### src/rtl/exc_pkg.sv
// Shared constants for the exception controller: exception codes, vectors,
// CP0 register numbers and the handler FSM state type.
package exc_pkg;

  localparam logic [4:0]  EXC_INT      = 5'd0;
  localparam logic [4:0]  EXC_SYS      = 5'd8;
  localparam logic [4:0]  EXC_OV       = 5'd12;

  localparam logic [31:0] VEC_EXC      = 32'h8000_0180;
  localparam logic [31:0] VEC_IRQ_BASE = 32'h8000_0200;

  localparam logic [4:0]  CP0_STATUS   = 5'd12;
  localparam logic [4:0]  CP0_CAUSE    = 5'd13;
  localparam logic [4:0]  CP0_EPC      = 5'd14;

  typedef enum logic {
    ST_RUN     = 1'b0,
    ST_HANDLER = 1'b1
  } state_t;

  // Index of the lowest set bit; callers only use it when some bit is set.
  function automatic logic [1:0] lowest_idx(input logic [3:0] v);
    logic [1:0] idx;
    idx = 2'd0;
    for (int i = 3; i >= 0; i--) begin
      if (v[i]) idx = 2'(i);
    end
    return idx;
  endfunction

endpackage

### src/rtl/irq_sync.sv
// Two-flop synchroniser for level-sensitive interrupt lines coming from
// outside the clk domain.
module irq_sync #(
  parameter int WIDTH = 4
) (
  input  logic             clk,
  input  logic             rst,
  input  logic [WIDTH-1:0] d_i,
  output logic [WIDTH-1:0] q_o
);

  logic [WIDTH-1:0] r_meta;
  logic [WIDTH-1:0] r_sync;

  always_ff @(posedge clk or posedge rst) begin
    if (rst) begin
      r_meta <= '0;
      r_sync <= '0;
    end else begin
      r_meta <= d_i;
      r_sync <= r_meta;
    end
  end

  assign q_o = r_sync;

endmodule

### src/rtl/exc_ctrl.sv
// CP0-style exception controller: Status/Cause/EPC, overflow/syscall/irq
// prioritisation, eret return. Define VECTORED_IRQ_EN for per-line irq vectors.
module exc_ctrl
  import exc_pkg::*;
(
  input  logic        clk,
  input  logic        rst,
  input  logic [31:0] pc_i,
  input  logic        ovf_i,
  input  logic        sys_i,
  input  logic        eret_i,
  input  logic [3:0]  irq_i,
  input  logic        cp0_we_i,
  input  logic [4:0]  cp0_addr_i,
  input  logic [31:0] cp0_wdata_i,
  output logic [31:0] cp0_rdata_o,
  output logic        redirect_o,
  output logic [31:0] vector_o,
  output logic        flush_o,
  output logic        exl_o
);

  state_t      r_state, w_state_next;
  logic        r_ie, w_ie_next;
  logic [3:0]  r_im, w_im_next;
  logic [4:0]  r_exc_code, w_exc_code_next;
  logic [31:0] r_epc, w_epc_next;

  logic [3:0]  w_ip;
  logic [3:0]  w_pend;
  logic        w_exl;
  logic        w_irq;
  logic        w_event;
  logic        w_eret;
  logic [31:0] w_event_vec;
  logic        w_unused_wdata;

  irq_sync #(.WIDTH(4)) u_irq_sync (
    .clk (clk),
    .rst (rst),
    .d_i (irq_i),
    .q_o (w_ip)
  );

  assign w_exl   = (r_state == ST_HANDLER);
  assign w_pend  = w_ip & r_im;
  assign w_irq   = (|w_pend) && r_ie && !w_exl;
  assign w_event = ovf_i || sys_i || w_irq;
  assign w_eret  = eret_i && w_exl && !w_event;

  assign w_unused_wdata = ^{cp0_wdata_i[31:14], cp0_wdata_i[9:7], cp0_wdata_i[1:0]};

`ifdef VECTORED_IRQ_EN
  assign w_event_vec = (ovf_i || sys_i) ? VEC_EXC
                     : VEC_IRQ_BASE + {25'd0, lowest_idx(w_pend), 5'd0};
`else
  assign w_event_vec = VEC_EXC;
`endif

  always_comb begin
    w_state_next    = r_state;
    w_ie_next       = r_ie;
    w_im_next       = r_im;
    w_exc_code_next = r_exc_code;
    w_epc_next      = r_epc;
    redirect_o      = 1'b0;
    flush_o         = 1'b0;
    vector_o        = 32'd0;

    // mtc0 first so a coinciding event overrides only the fields it owns.
    if (cp0_we_i) begin
      case (cp0_addr_i)
        CP0_STATUS: begin
          w_ie_next    = cp0_wdata_i[0];
          w_im_next    = cp0_wdata_i[13:10];
          w_state_next = cp0_wdata_i[1] ? ST_HANDLER : ST_RUN;
        end
        CP0_CAUSE: w_exc_code_next = cp0_wdata_i[6:2];
        CP0_EPC:   w_epc_next      = cp0_wdata_i;
        default:   ;
      endcase
    end

    if (w_event) begin
      w_state_next    = ST_HANDLER;
      w_exc_code_next = ovf_i ? EXC_OV : (sys_i ? EXC_SYS : EXC_INT);
      if (!w_exl) w_epc_next = (sys_i && !ovf_i) ? pc_i + 32'd4 : pc_i;
      redirect_o = 1'b1;
      flush_o    = 1'b1;
      vector_o   = w_event_vec;
    end else if (w_eret) begin
      w_state_next = ST_RUN;
      redirect_o   = 1'b1;
      vector_o     = r_epc;
    end

    if (rst) begin
      redirect_o = 1'b0;
      flush_o    = 1'b0;
      vector_o   = 32'd0;
    end
  end

  always_ff @(posedge clk or posedge rst) begin
    if (rst) begin
      r_state    <= ST_RUN;
      r_ie       <= 1'b0;
      r_im       <= 4'd0;
      r_exc_code <= 5'd0;
      r_epc      <= 32'd0;
    end else begin
      r_state    <= w_state_next;
      r_ie       <= w_ie_next;
      r_im       <= w_im_next;
      r_exc_code <= w_exc_code_next;
      r_epc      <= w_epc_next;
    end
  end

  always_comb begin
    case (cp0_addr_i)
      CP0_STATUS: cp0_rdata_o = {18'd0, r_im, 8'd0, w_exl, r_ie};
      CP0_CAUSE:  cp0_rdata_o = {18'd0, w_ip, 3'd0, r_exc_code, 2'd0};
      CP0_EPC:    cp0_rdata_o = r_epc;
      default:    cp0_rdata_o = 32'd0;
    endcase
  end

  assign exl_o = w_exl;

endmodule
### config.mk
export PLATFORM = sky130hd
export DESIGN_NAME = exc_ctrl
export DESIGN_NICKNAME = d
export VERILOG_FILES = /design/src/rtl/exc_pkg.sv /design/src/rtl/irq_sync.sv /design/src/rtl/exc_ctrl.sv
export SDC_FILE = /design/constraint.sdc
export NUM_CORES = 1
export LEC_CHECK = 0
export CORE_ASPECT_RATIO = 0.75
export CORE_MARGIN = 2
export CORE_UTILIZATION = 41
export CTS_BUF_LIST = sky130_fd_sc_hd__clkbuf_8
export DETAILED_ROUTE_END_ITERATION = 8
export PLACE_DENSITY_LB_ADDON = 0.08
export SYNTH_ARGS = -nofsm -noshare
export SYNTH_HDL_FRONTEND = slang
export SYNTH_SLANG_ARGS = --single-unit
### constraint.sdc
create_clock -name clk -period 2.7 [get_ports clk]
set_clock_uncertainty 0.1 [all_clocks]
set_input_delay 0.405 -clock clk [delete_from_list [all_inputs] [get_ports clk]]
set_output_delay 0.405 -clock clk [all_outputs]
set_load 0.02 [all_outputs]
==> results.yml <==
sta:
  slew_headroom: 0.565
  fin_ws_ns: 0.0765
  setup_viol_count_final: 0
  finalCritPeriodShare: 0.972
  layout_min_cycle_time_ns: 2.62
  rsz0062_at_grt: "no"
  fmax_mhz: 381
  hold_viol: 0
  worstMarginPinSlew_ns: 0.653
  drv_slew: 0
routing:
  drc: 0
  vias: 3604
  viasPerCell: 5.60
  dr.pass1.iters: 5
  routed_wl_um: 11100
  drtIter0Drc: 192
  drtAntennaViolNets: 0
  wl_per_cell_um: 17.3
placed_design:
  dp_slack_ns: -0.116
  gpl.final_weighted_congestion: 0.855
  place_area_um2: 5220
  post-dp-hpwl_um: 8600
  port_buffers: 145
critical_path:
  crit_path_end: "redirect_o"
  endpoint_kind: "output pin"
  critPathRequiredTime_ns: 2.19
  path_max_fanout: 4
  path_cells: "a22oi_1 > a21oi_2 > nand2b_2 > o21a_1 > clkdlybuf4s50_1"
  r2r_slack_ns: 0.80
  worstPathArrival_ns: 2.12
  r2r_end: "r_epc[15]$_DFF_PP0_"
  crit_path_start_kind: "register"
  crit_type: "register to output pin"
  reg2reg_depth: 5
  r2r-start: "r_im[2]$_DFFE_PP0P_"
  crit_path_start: "r_im[2]$_DFFE_PP0P_"
  slowest_stage: "clkdlybuf4s50_1"
  slowest_delay_ns: 0.54
cts:
  clockBufferDepth: 2
  cts-root-buf: "clkbuf_8"
  cts-buffers-inserted: 5
  path_clk_slew_ns: 0.12
  cts_hold_buffers: 0
  cts_tree: "done"
  cts_htree_levels: 2
  cts_sinks: 51
  clk_latency_ns: 0.31
power_and_ir_drop:
  powerDensity_nw_per_um2: 389
  irDropWorstVdd_uv: 252
  p_leak_nw: 2.97
  power_w: 0.00208
synth:
  synthXorXnorAreaFrac: 0.0295
  yosys.area_share.simple: 0.287
  synthMuxAreaShare: 0.106
  syn_inst: 381
  avgSynthCellArea_um2: 9.34
  yosys_warnings: 0
  synth_area_um2: 3560
  ys_ff_latch: 51
  synth-seq-area-share: 0.359
  synthAdderAreaFrac: 0.00352
  ys_types: 44
  synth_top_family_by_area: "simple AND/OR/NAND/NOR gates"
  synthFlopType: "dfrtp_1"
  synth_compound_area_frac: 0.157
  ys_async_sr_fraction: 1.00
  synthesis.nets: 461
  synth_edf_count: 0
min_path:
  hold_start: "u_irq_sync.r_meta[2]$_DFF_PP0_"
  min_path_type: "register to register"
global_routing:
  grt_pass1_vias: 3503
  grt_max_degree: 52
  grt-busiest-layer: "met2"
  grt_pass1_wl_um: 17900
  track_usage: 0.232
  grt_use_met3: 0.0383
  met2_usage: 0.370
  globalRouteMet1Util: 0.335
  grt_overflow_total: 0
  antenna_found_initial: 0
cells_and_area:
  fin_nets: 614
  area_growth_syn_to_layout_pct: 50.5
  fillers: 738
  fin_area_um2: 5360
  utilization: 0.633
  final_common_cell: "clkdlybuf4s50_1"
  final_cell_mix: "80 x clkdlybuf4s50_1, 55 x and2_1, 51 x dfrtp_1, 35 x dlygate4sd2_1, 32 x mux2i_1"
  drive_above_1_share: 0.105
  n_antenna_cell: 0
floorplan:
  coreArea_um2: 8450
  die_h_um: 84.7
  die_w_um: 112
  floorplan.initialDensity: 0.421
  num_rows: 29
  io_pins: 146
  die-area_um2: 9450
flow_run:
  maxCapViolCount: 0
run_status:
  status: "complete, no violations"
cell type report:
class,count,area (um^2),share of cell area
clock inverter,3,28.8,0.00537
timing repair buffer,176,1740,0.325
sequential,51,1280,0.238
inverter,4,18.8,0.00350
multi-input combinational,296,2090,0.390
tap,108,135,0.0252
clock buffer,5,68.8,0.0129
state kept, by name, indices dropped and copies added (netlist names):
signal             flops
exl_o                  1
r_epc                 32
r_exc_code             5
r_ie                   1
r_im                   4
u_irq_sync.q_o         4
u_irq_sync.r_meta      4
cell usage after synthesis, types with 9 or more instances:
| master | number | share of area |
|---|---|---|
| a2111oi_0 | 17 | 0.042 |
| clkbuf_1 | 13 | 0.014 |
| and2_1 | 55 | 0.097 |
| nand2_1 | 24 | 0.025 |
| o21ai_0 | 10 | 0.014 |
| dfrtp_1 | 51 | 0.36 |
| xor2_1 | 11 | 0.027 |
| nand4_1 | 9 | 0.016 |
| mux2i_1 | 32 | 0.090 |
| and3_1 | 22 | 0.039 |
| nand3_1 | 14 | 0.020 |
| o31ai_1 | 14 | 0.030 |
| a31oi_1 | 17 | 0.030 |
| or4_1 | 13 | 0.027 |
power by group:
group / leakage (nW) / internal (W) / switching [W]
clock network: 0.0511 / 0.000197 / 0.000295
logic: 2.33 / 0.000306 / 0.000259
registers: 0.592 / 0.000914 / 0.000114
total: 2.97 / 0.00142 / 0.000668
cells by family (layout without fill, tap and decap cells):
family,Yosys count,count (layout)
DFF,51,51
and+or+nand+nor,167,167
muxes,37,37
adders and majority gates,1,1
buffers and inverters,34,188
AOI/OAI and AO/OA,79,79
xor gates and xnor gates,12,12
metal layers:
layer,part of all wire,vias up
met5,0,-
met4,0.011,0
met3,0.052,10
met2,0.46,114
met1,0.48,1738
li1,-,1742
stage by stage:
step	std cells	hold WS, ns	setup TNS (ns)
floorplan	381	0.231	0
global route	643	0.272	0
detailed placement	635	0.236	-2.98
finish	643	0.260	0
global placement	635	0.236	-0.641
CTS	643	0.263	0
critical path, delay by kind of cell (launching register included):
family,cells,cell delay (ns)
compound gates,3,0.62
buf+inv,1,0.54
flops,1,0.41
simple gates,1,0.24
how the worst min path moves through the flow:
stage | cells past startpoint | slack [ns] | end
after global routing | 0 | 0.27 | u_irq_sync.q_o[2]$_DFF_PP0_
after global placement | 0 | 0.24 | u_irq_sync.q_o[3]$_DFF_PP0_
after CTS | 0 | 0.26 | u_irq_sync.q_o[2]$_DFF_PP0_
final | 0 | 0.26 | u_irq_sync.q_o[2]$_DFF_PP0_
after floorplan | 0 | 0.23 | u_irq_sync.q_o[0]$_DFF_PP0_
after detailed placement | 0 | 0.24 | u_irq_sync.q_o[2]$_DFF_PP0_
timing repair:
item,4_1_cts,5_1_grt
resized for setup,35,31
buffers inserted,0,0
pin swaps,1,0
endpoints found under the setup margin,35,31
endpoints found under the hold margin,0,0
Power figures use the tool's default switching activity.
==> RTL edit, RTL diff (same settings) <==
Add an input register stage for `pc_i`, `eret_i`, `irq_i`, `cp0_we_i`, `cp0_addr_i` and `cp0_wdata_i`, with the module's reset; this delays them by one clock. The other inputs are not delayed to match.
--- a/src/rtl/exc_ctrl.sv
+++ b/src/rtl/exc_ctrl.sv
@@ -20,6 +20,31 @@
   output logic        exl_o
 );
 
+  logic [31:0] pc_q;
+  logic eret_q;
+  logic [3:0] irq_q;
+  logic cp0_we_q;
+  logic [4:0] cp0_addr_q;
+  logic [31:0] cp0_wdata_q;
+
+  always_ff @(posedge clk or posedge rst) begin
+    if (rst) begin
+      pc_q        <= '0;
+      eret_q      <= '0;
+      irq_q       <= '0;
+      cp0_we_q    <= '0;
+      cp0_addr_q  <= '0;
+      cp0_wdata_q <= '0;
+    end else begin
+      pc_q        <= pc_i;
+      eret_q      <= eret_i;
+      irq_q       <= irq_i;
+      cp0_we_q    <= cp0_we_i;
+      cp0_addr_q  <= cp0_addr_i;
+      cp0_wdata_q <= cp0_wdata_i;
+    end
+  end
+
   state_t      r_state, w_state_next;
   logic        r_ie, w_ie_next;
   logic [3:0]  r_im, w_im_next;
@@ -38,7 +63,7 @@
   irq_sync #(.WIDTH(4)) u_irq_sync (
     .clk (clk),
     .rst (rst),
-    .d_i (irq_i),
+    .d_i (irq_q),
     .q_o (w_ip)
   );
 
@@ -46,9 +71,9 @@
   assign w_pend  = w_ip & r_im;
   assign w_irq   = (|w_pend) && r_ie && !w_exl;
   assign w_event = ovf_i || sys_i || w_irq;
-  assign w_eret  = eret_i && w_exl && !w_event;
+  assign w_eret  = eret_q && w_exl && !w_event;
 
-  assign w_unused_wdata = ^{cp0_wdata_i[31:14], cp0_wdata_i[9:7], cp0_wdata_i[1:0]};
+  assign w_unused_wdata = ^{cp0_wdata_q[31:14], cp0_wdata_q[9:7], cp0_wdata_q[1:0]};
 
 `ifdef VECTORED_IRQ_EN
   assign w_event_vec = (ovf_i || sys_i) ? VEC_EXC
@@ -68,15 +93,15 @@
     vector_o        = 32'd0;
 
     // mtc0 first so a coinciding event overrides only the fields it owns.
-    if (cp0_we_i) begin
-      case (cp0_addr_i)
+    if (cp0_we_q) begin
+      case (cp0_addr_q)
         CP0_STATUS: begin
-          w_ie_next    = cp0_wdata_i[0];
-          w_im_next    = cp0_wdata_i[13:10];
-          w_state_next = cp0_wdata_i[1] ? ST_HANDLER : ST_RUN;
+          w_ie_next    = cp0_wdata_q[0];
+          w_im_next    = cp0_wdata_q[13:10];
+          w_state_next = cp0_wdata_q[1] ? ST_HANDLER : ST_RUN;
         end
-        CP0_CAUSE: w_exc_code_next = cp0_wdata_i[6:2];
-        CP0_EPC:   w_epc_next      = cp0_wdata_i;
+        CP0_CAUSE: w_exc_code_next = cp0_wdata_q[6:2];
+        CP0_EPC:   w_epc_next      = cp0_wdata_q;
         default:   ;
       endcase
     end
@@ -84,7 +109,7 @@
     if (w_event) begin
       w_state_next    = ST_HANDLER;
       w_exc_code_next = ovf_i ? EXC_OV : (sys_i ? EXC_SYS : EXC_INT);
-      if (!w_exl) w_epc_next = (sys_i && !ovf_i) ? pc_i + 32'd4 : pc_i;
+      if (!w_exl) w_epc_next = (sys_i && !ovf_i) ? pc_q + 32'd4 : pc_q;
       redirect_o = 1'b1;
       flush_o    = 1'b1;
       vector_o   = w_event_vec;
@@ -118,7 +143,7 @@
   end
 
   always_comb begin
-    case (cp0_addr_i)
+    case (cp0_addr_q)
       CP0_STATUS: cp0_rdata_o = {18'd0, r_im, 8'd0, w_exl, r_ie};
       CP0_CAUSE:  cp0_rdata_o = {18'd0, w_ip, 3'd0, r_exc_code, 2'd0};
       CP0_EPC:    cp0_rdata_o = r_epc;
Formal check against the unedited RTL: not equivalent (a bounded check fails within 4 cycles, from zero or initial values and one cycle with rst high).
==> RTL edit against the unedited design <==
- design area rose by 45%
- first-iteration DRC count rose by 4.2%
- total power grew 120%
- setup slack better by 0.11 ns
- routed wire length is 30% higher
- worst hold slack lost 0.0079 ns
- non-clock buffer count is 4 lower
- count of clock-buffer cells in the layout is 15 higher
- area after synthesis is 53% higher
- sequential cell count up 75
==> RTL edit: results <==
worst_setup_path:
  crit_fanout: 13
  rr_worst_depth: 4
  crit_path_end: "cp0_rdata_o[5]"
  timing.rr.end: "r_epc[22]"
  worstSetupStartpoint: "cp0_addr_q[0]"
  r2r_setup_slack_ns: 0.61
  crit_arrival_ns: 2.01
  timing.rr.start: "pc_q[6]"
clocking:
  cts-root-buf: "clkbuf_8"
  post_cts_buffers: 0
  numCtsBuffers: 17
  clk_pin_slew_ns: 0.08
  clockBufferDepth: 2
  cts_max_level: 4
  clk_latency_ns: 0.43
cells_and_area:
  top_regs: "cp0_wdata_q (32), pc_q (32), r_epc (32)"
  diodes: 0
  drive_gt1_share_pct: 14.1
  final_cells: 801
  fin_nets: 697
grt:
  grt_max_degree: 127
  track_usage_pct: 21.0
  grt_pass1_vias: 4310
  grt_pass1_wl_um: 22700
  antenna_found_initial: 0
power_and_ir_drop:
  pg_seq_uw: 2260
  peakVddDrop_mv: 0.288
  power.internal_uw: 3400
  swShare_pct: 26.0
  comb_power_uw: 572
  p_leak_uw: 0.00431
yosys:
  synthArstFlopShare_pct: 100
  netlist_top_cells_count: "126 x dfrtp_1, 55 x and2_1, 32 x mux2i_1"
  synth_area_leaders: "dfrtp_1 58%, and2_1 6.3%, mux2i_1 5.9%"
  synth_nets: 536
  ys.warnings.count: 0
  yosysUniqueCellTypes: 44
  syn-instance-count: 456
  yosysSeqAreaShare_pct: 58.0
sta:
  max_freq_mhz: 398
  slew_violations: 0
  setup_viol: 0
  tightest_slew_ns: 0.651
hold_path:
  min_from: "u_irq_sync.r_meta[0]"
  hp-class: "reg -> reg"
  hold_path_depth: 0
  min_to: "u_irq_sync.q_o[0]"
routing:
  drt-pass1-iter-count: 4
  drtIter0Drc: 200
  viasPerCell: 5.24
  wl_per_cell_um: 18.0
outcome:
  status: "complete, no violations"
placed_design:
  place_inst: 769
  port-buffer-count: 145
  place_congestion: 0.790
  postPlaceCellArea_sq_um: 7160
  place_hpwl_um: 10100
RTL edit: worst max-delay path, stage by stage (launching register included):
cell and delay (ns):
dfrtp_1 0.39, nand3b_1 0.21, nor3b_2 0.27, buf_6 0.21, a22o_1 0.16, dlygate4sd2_1 0.33
RTL edit: per-layer routing:
metal  vias up  share of wire (%)  global-route usage (%)  wire, um
met1      2092                 47                    30.3      6810
li1       1988                  -                       -         -
met5         -                  0                       0         0
met2       106                 47                    31.4      6720
met4         0               0.49                    5.15        70
met3        10                5.5                    5.68       787
RTL edit: area by class of cell:
type / instances / area (sq um)
fillers: 1105 / 5230
flip-flops and latches: 126 / 3150
multi-input cells: 296 / 2120
repair buffers: 172 / 1800
clock buffers: 20 / 275
well taps: 171 / 214
clock inverters: 12 / 160
inverters: 4 / 18.8
RTL edit: stage by stage:
step | TNS [ns] | worst slack (ns) | hold WS, ns
2_1_floorplan | -26.63 | -0.987 | 0.231
3_3_place_gp | 0 | 0.0329 | 0.234
3_5_place_dp | -0.0556 | -0.0169 | 0.236
4_1_cts | -2.89 | -0.137 | 0.253
5_1_grt | 0 | 0.0445 | 0.262
6_report | 0 | 0.186 | 0.252
RTL edit: timing repair:
item | in CTS | in global routing
pin swaps | 0 | 1
gates resized for setup | 18 | 56
hold endpoints to repair | 0 | 0
hold buffers | 0 | 0
endpoints found under the setup margin | 46 | 53
RTL edit: logic make-up (layout without fill, tap and decap cells):
kind of cell | after synthesis | after routing | synth area share [%]
fa+ha+maj | 1 | 1 | 0.230
buf+inv | 34 | 208 | 3.80
simple gates | 167 | 167 | 18.8
mux | 37 | 37 | 6.93
compound gates | 79 | 79 | 10.3
xor+xnor | 12 | 12 | 1.93
flops | 126 | 126 | 58.0
